[src/rtl/systolic_result_drain.sv]
// systolic_result_drain: pulls results off the bottom edge of the PE array,
// buffers the N x N tile and streams it row-major over a val/rdy port.
//
// Ports:
//   clk, reset     clock, synchronous active-high reset
//   start          drain request from the controller (ignored while busy)
//   col_data       bottom-edge words, column c at [c*W +: W]
//   shift_result   shift enable driven into the array
//   out_val/rdy    result handshake; out_data/out_row/out_col describe the word
//   busy           FSM not idle
//   done           single-cycle pulse after the last word is accepted
module systolic_result_drain #(
  parameter int INT_WIDTH  = 8,
  parameter int FRAC_WIDTH = 8,
  parameter int N          = 4,
  localparam int W         = INT_WIDTH + FRAC_WIDTH,
  localparam int AW        = $clog2(N)
) (
  input  logic            clk,
  input  logic            reset,
  input  logic            start,
  input  logic [N*W-1:0]  col_data,
  output logic            shift_result,
  output logic            out_val,
  input  logic            out_rdy,
  output logic [W-1:0]    out_data,
  output logic [AW-1:0]   out_row,
  output logic [AW-1:0]   out_col,
  output logic            busy,
  output logic            done
);

  typedef enum logic [1:0] {
    IDLE,
    SHIFT,
    TAIL,
    DRAIN
  } state_e;

  localparam logic [AW-1:0] LAST = AW'(N - 1);

  state_e        state_q, state_d;
  logic [AW-1:0] sft_cnt_q, sft_cnt_d;
  logic [AW-1:0] cap_cnt_q, cap_cnt_d;
  logic [AW-1:0] rd_row_q, rd_row_d;
  logic [AW-1:0] rd_col_q, rd_col_d;
  logic          strb_q;
  logic          done_q, done_d;
  logic [AW-1:0] cap_row;
  logic [W-1:0]  mem_q [N][N];

  always_comb begin
    state_d   = state_q;
    sft_cnt_d = sft_cnt_q;
    rd_row_d  = rd_row_q;
    rd_col_d  = rd_col_q;
    done_d    = 1'b0;
    cap_cnt_d = cap_cnt_q;

    // One strobe per shifted row; wraps back after the top row lands.
    if (strb_q) begin
      cap_cnt_d = (cap_cnt_q == LAST) ? '0 : cap_cnt_q + AW'(1);
    end

    unique case (state_q)
      IDLE: begin
        cap_cnt_d = '0;
        if (start) begin
          state_d   = SHIFT;
          sft_cnt_d = '0;
        end
      end
      SHIFT: begin
        sft_cnt_d = sft_cnt_q + AW'(1);
        if (sft_cnt_q == LAST) begin
          state_d = TAIL;
        end
      end
      TAIL: begin
        // Last capture lands on this edge.
        state_d  = DRAIN;
        rd_row_d = '0;
        rd_col_d = '0;
      end
      DRAIN: begin
        if (out_rdy) begin
          if (rd_col_q == LAST) begin
            rd_col_d = '0;
            if (rd_row_q == LAST) begin
              rd_row_d = '0;
              state_d  = IDLE;
              done_d   = 1'b1;
            end else begin
              rd_row_d = rd_row_q + AW'(1);
            end
          end else begin
            rd_col_d = rd_col_q + AW'(1);
          end
        end
      end
      default: state_d = IDLE;
    endcase
  end

  always_ff @(posedge clk) begin
    if (reset) begin
      state_q   <= IDLE;
      sft_cnt_q <= '0;
      cap_cnt_q <= '0;
      rd_row_q  <= '0;
      rd_col_q  <= '0;
      strb_q    <= 1'b0;
      done_q    <= 1'b0;
    end else begin
      state_q   <= state_d;
      sft_cnt_q <= sft_cnt_d;
      cap_cnt_q <= cap_cnt_d;
      rd_row_q  <= rd_row_d;
      rd_col_q  <= rd_col_d;
      // PE outputs appear one cycle after each shift.
      strb_q    <= shift_result;
      done_q    <= done_d;
    end
  end

  // Bottom row leaves the array first.
  assign cap_row = LAST - cap_cnt_q;

  always_ff @(posedge clk) begin
    if (strb_q) begin
      for (int c = 0; c < N; c++) begin
        mem_q[cap_row][c] <= col_data[c*W +: W];
      end
    end
  end

  assign shift_result = (state_q == SHIFT);
  assign busy         = (state_q != IDLE);
  assign out_val      = (state_q == DRAIN);
  assign done         = done_q;
  assign out_data     = out_val ? mem_q[rd_row_q][rd_col_q] : '0;
  assign out_row      = out_val ? rd_row_q : '0;
  assign out_col      = out_val ? rd_col_q : '0;

endmodule

[config.mk]
export PLATFORM = sky130hd
export DESIGN_NAME = systolic_result_drain
export DESIGN_NICKNAME = d
export VERILOG_FILES = /design/src/rtl/systolic_result_drain.sv
export SDC_FILE = /design/constraint.sdc
export NUM_CORES = 1
export LEC_CHECK = 0
export CORE_AREA = 4 4 160 162
export DETAILED_ROUTE_END_ITERATION = 10
export DIE_AREA = 0 0 164 166
export GPL_TIMING_DRIVEN = 0
export SLEW_MARGIN = 20
export SYNTH_ARGS = -nofsm -noshare
export SYNTH_HDL_FRONTEND = slang
export SYNTH_SLANG_ARGS = --single-unit
export TNS_END_PERCENT = 10
[constraint.sdc]
create_clock -name clk -period 3.4 [get_ports clk]
set_clock_uncertainty 0.1 [all_clocks]
set_input_delay 0.68 -clock clk [delete_from_list [all_inputs] [get_ports clk]]
set_output_delay 0.68 -clock clk [all_outputs]
set_load 0.05 [all_outputs]
== Word-level counts from Yosys, hierarchy flattened ==
Memory sizes are Yosys's and may differ from the RTL's. A register that Yosys moved wholly into a read port is not among the register bits.
Index checks and enable logic that the tools add are counted.
Storage, ports and cells
  flip-flop bits (word level): 12
  bits in writable memories: 256
  input port bits: 68
  output and inout bits: 24
  logic and storage cells: 67
  memories: 1
Cells by class
  add/subtract/negate cells: 5
  magnitude comparators: 1
  equality and inequality tests: 12
  muxes and demuxes: 27
  bitwise operators: 4
  reduce and logical (&&, ||, !) cells: 10
Memory list
  mem_q: words 4, bits a word 64, read ports 1, clocked after memory_dff 1, wr ports 1, line 50  | logic [W-1:0] mem_q [N][N];
Operators with widths (number)
  16-bit 2-to-1 mux: 3
  16-bit binary-select mux with 2-bit select: 1
  2-bit 2-to-1 mux: 16
  2-bit == test (second input constant): 6
  2-bit case mux with 2 select lines: 3
  2-bit by 1-bit adder with 2-bit output (second input constant): 4
  2-bit by 1-bit inequality test with 1-bit output (second input constant): 4
  2-bit case mux with 4 select lines: 1
  2-bit nonzero test: 3
  5-bit AND reduction: 1
  2-bit AND reduction: 2
  4-bit OR reduction: 1
  3-bit >= comparator (second input constant): 1
  1-bit 2-to-1 mux: 3
  1-bit inverter: 3
  2-bit inverter with 3-bit output: 1
  3-bit AND reduction: 1
  2-bit by 1-bit == test with 1-bit output (second input constant): 1
  2-bit logical NOT: 1
  2-bit inequality test (second input constant): 1
  2-bit OR reduction: 1
  2-bit subtractor (first input constant): 1

== Longest topological paths before layout ==
  depth after elaboration: 7
  gate-level depth with buffers: 7
  gate-level depth less buffers: 6

== Worst setup path after synthesis ==
No wires, ideal clock.
  kind: flip-flop to flip-flop
  start point: register cap_cnt_q[0]
  end point: memory mem_q[0][0] in the netlist's numbering, enable pin
  library setup time: 428 ps
  data arrival time: 2054 ps
  data required time: 2872 ps
  setup slack: 817 ps
  cell stages (with the launch flop): 3
  buffers on the path: 0
  period minus slack after synthesis: 2583 ps
  path through: dfxtp_1 ha_1 and2_1
On the way
  longest elaborated chain between the ends: 1
RTL lines
  from (decl): line 44  | logic [AW-1:0] cap_cnt_q, cap_cnt_d;
  from (signal assigned): line 117  | cap_cnt_q <= cap_cnt_d;
  2-bit subtractor: line 127  | assign cap_row = LAST - cap_cnt_q;
  to (decl): line 50
Every way passes these cells.

==> flow_summary.yaml <==
synth:
  yosysSeqAreaShare: 0.761
  ys_warn_count: 0
  synth_top_area_frac: 0.734
  syn_nets: 587
  avgSynthCellArea_um2: 20.6
  syn_inst: 507
  synth_area_leaders: "edfxtp_1 (73%), mux4_2 (11%), mux2i_1 (3.9%)"
  ys_ff_latch: 270
  synth_cell_types: 32
  synth_area_um2: 10500
  synth_largest_area_cell: "edfxtp_1"
status:
  status: "completed"
route:
  initialDrtViolationCount: 339
  wl_per_cell_um: 22.3
  ant_nets: 0
  finalWirelength_um: 21800
  routed_via_density: 5.33
  drtPass1Iterations: 5
  via_count: 5207
  drc_errors: 0
cts:
  cts_sinks: 270
  h-tree-depth: 1
  clk_pin_slew_ns: 0.06
  cts_inserted_buffers: 28
  post_cts_buffers: 0
  cts_max_path_buffers: 3
  clk_latency_ns: 0.53
  clockRootBuffer: "clkbuf_16"
  tritoncts: "built"
  cts_hold_buf: 0
floorplanning:
  dieWidth_um: 164
  placementRows: 57
  io_pins: 92
  dieArea_um2: 27200
  initial_core_util: 0.434
  die_h_um: 166
  core_area_um2: 24100
place:
  portBuffers: 91
  gp_congestion: 0.790
  dpl_cell_area_um2: 11900
  dp_hpwl_um: 13700
critical_path:
  cpMostUsedCell: "buf_6"
  critPathKind: "reg2out"
  critPathArrivalTime_ns: 2.56
  cp-start-kind: "flop"
  critPathMaxStageDelay_ns: 0.52
  slowest_stage: "mux4_2"
  worstPathRequired_ns: 2.62
  critical_path.top_delay_family: "buffers and inverters"
  end_kind: "primary output"
  crit_chain: "buf_6, buf_6, mux4_2, a22oi_1, o21ai_1, dlygate4sd2_1"
  cp_max_fo: 10
  cp_num_buf_inv: 3
power_and_ir_drop:
  total_leakage_power_nw: 4.06
  power.density_nw_per_um2: 590
  ir_drop_v: 0.000390
  total_power_w: 0.00756
sta:
  tns_ns: 0
  tightest_slew_ns: 0.575
  drv_slew: 0
  fin_crit_sh: 0.983
  hold_violations: 0
  rsz0062_at_grt: "yes"
  slew_headroom: 0.617
  min_period_ns: 3.34
  finalSetupViolations: 0
  fmax_ghz: 0.299
grt:
  antenna_found_initial: 1
  grt_max_degree: 35
  overflow: 0
  track_usage: 0.161
  grt_pass1_vias: 5606
  grt_pass1_wl_um: 33000
layout:
  n_antenna_cell: 0
  fin_area_um2: 12800
  syn_to_final_growth_pct: 22.5
  drive_gt1_frac: 0.208
  final_common_cell: "edfxtp_1"
  final_util: 0.532
  nets: 712
  layout_common_cells: "edfxtp_1 (256), clkdlybuf4s50_1 (75), mux4_2 (50)"
worst_hold_path:
  hp-class: "reg2reg"
flow_run:
  drv_cap: 0
==> Yosys cell counts, drive strengths merged <==
cell type,n
dfxtp,14
ha,12
clkbuf,6
and2,8
inv,6
nand3,6
and4b,1
nand2,12
a221oi,1
o21ai,11
a22oi,28
a21o,1
nor3,3
nor2,12
a211oi,1
mux4,50
a32oi,3
nor4b,1
nand2b,4
edfxtp,256
mux2i,41
and3,1
nor2b,4
nand4,1
nand3b,1
a21oi,3
buf,18
o211ai,1
a21boi,1
==> path summary, 6_finish.rpt <==
| path | end | slack (ns) | startpoint | cells past startpoint |
|---|---|---|---|---|
| worst max-delay path | out_data[4] | 0.06 | flop | 6 |
| worst min-delay path | sft_cnt_q[0]$_SDFFE_PP0P_ | 0.38 | sft_cnt_q[0]$_SDFFE_PP0P_ | 2 |
| worst max register to register | mem_q[0][34]$_DFFE_PP_ | 1.51 | cap_cnt_q[0]$_SDFFE_PP0P_ | 3 |
| worst min register to register | sft_cnt_q[0]$_SDFFE_PP0P_ | 0.38 | sft_cnt_q[0]$_SDFFE_PP0P_ | 2 |
==> where the power goes <==
| part | internal [W] | switching, W |
|---|---|---|
| Combinational | 0.000235 | 0.000428 |
| Sequential | 0.00383 | 0.0000590 |
| Clock | 0.00184 | 0.00117 |
==> final cells by class <==
type / count / area [µm²]
fill: 1942 / 11300
sequential: 270 / 7970
multi-input combinational: 207 / 2350
timing repair buffer: 95 / 968
clock buffer: 33 / 741
tap: 324 / 405
buffer: 24 / 185
clock inverter: 18 / 181
inverter: 6 / 22.5
==> kinds of logic (layout without fill, tap and decap cells) <==
| logic type | count (synthesis) | in the layout | synth area share |
|---|---|---|---|
| muxes | 91 | 91 | 0.147 |
| AOI/OAI and AO/OA | 50 | 50 | 0.0330 |
| buffers and inverters | 30 | 176 | 0.0184 |
| and+or+nand+nor | 54 | 54 | 0.0262 |
| DFF | 270 | 270 | 0.761 |
| adders and majority gates | 12 | 12 | 0.0143 |
==> metrics by stage <==
| step | setup slack, ns | std cells | hold slack, ns |
|---|---|---|---|
| after global placement | -0.436 | 922 | 0.355 |
| after CTS | -0.00976 | 977 | 0.380 |
| after detailed placement | -0.417 | 926 | 0.372 |
| final | 0.0573 | 977 | 0.378 |
| after global routing | -0.0471 | 977 | 0.401 |
| after floorplan | 0.817 | 507 | 0.344 |
==> metal layers <==
metal  routed length [µm]  vias up  global-route usage  part of all wire
met1                 9120     2679               0.220              0.42
met3                 1390       34              0.0357             0.064
li1                     -     2338                   -                 -
met4                  529        2              0.0430             0.024
met5                   12        -                   0           0.00055
met2                10700      154               0.263              0.49
==> tightest hold or removal path, stage by stage (launching register included) <==
cell	delay, ns
dfxtp_1	0.32
nand2_1	0.06
a21oi_1	0.05
==> repair_timing <==
| item | in CTS | in global routing |
|---|---|---|
| endpoints found under the hold margin | 0 | 0 |
| pin swaps | 0 | 1 |
| gates resized for setup | 62 | 12 |
| endpoints found under the setup margin | 16 | 15 |
==> flip-flops by register name, summed over array words and instances (netlist names), named ones only <==
| register | cells |
|---|---|
| rd_col_q | 2 |
| sft_cnt_q | 2 |
| done | 1 |
| strb_q | 1 |
| state_q | 2 |
| cap_cnt_q | 2 |
| rd_row_q | 2 |
| mem_q | 256 |
(Power assumes the default switching activity.)
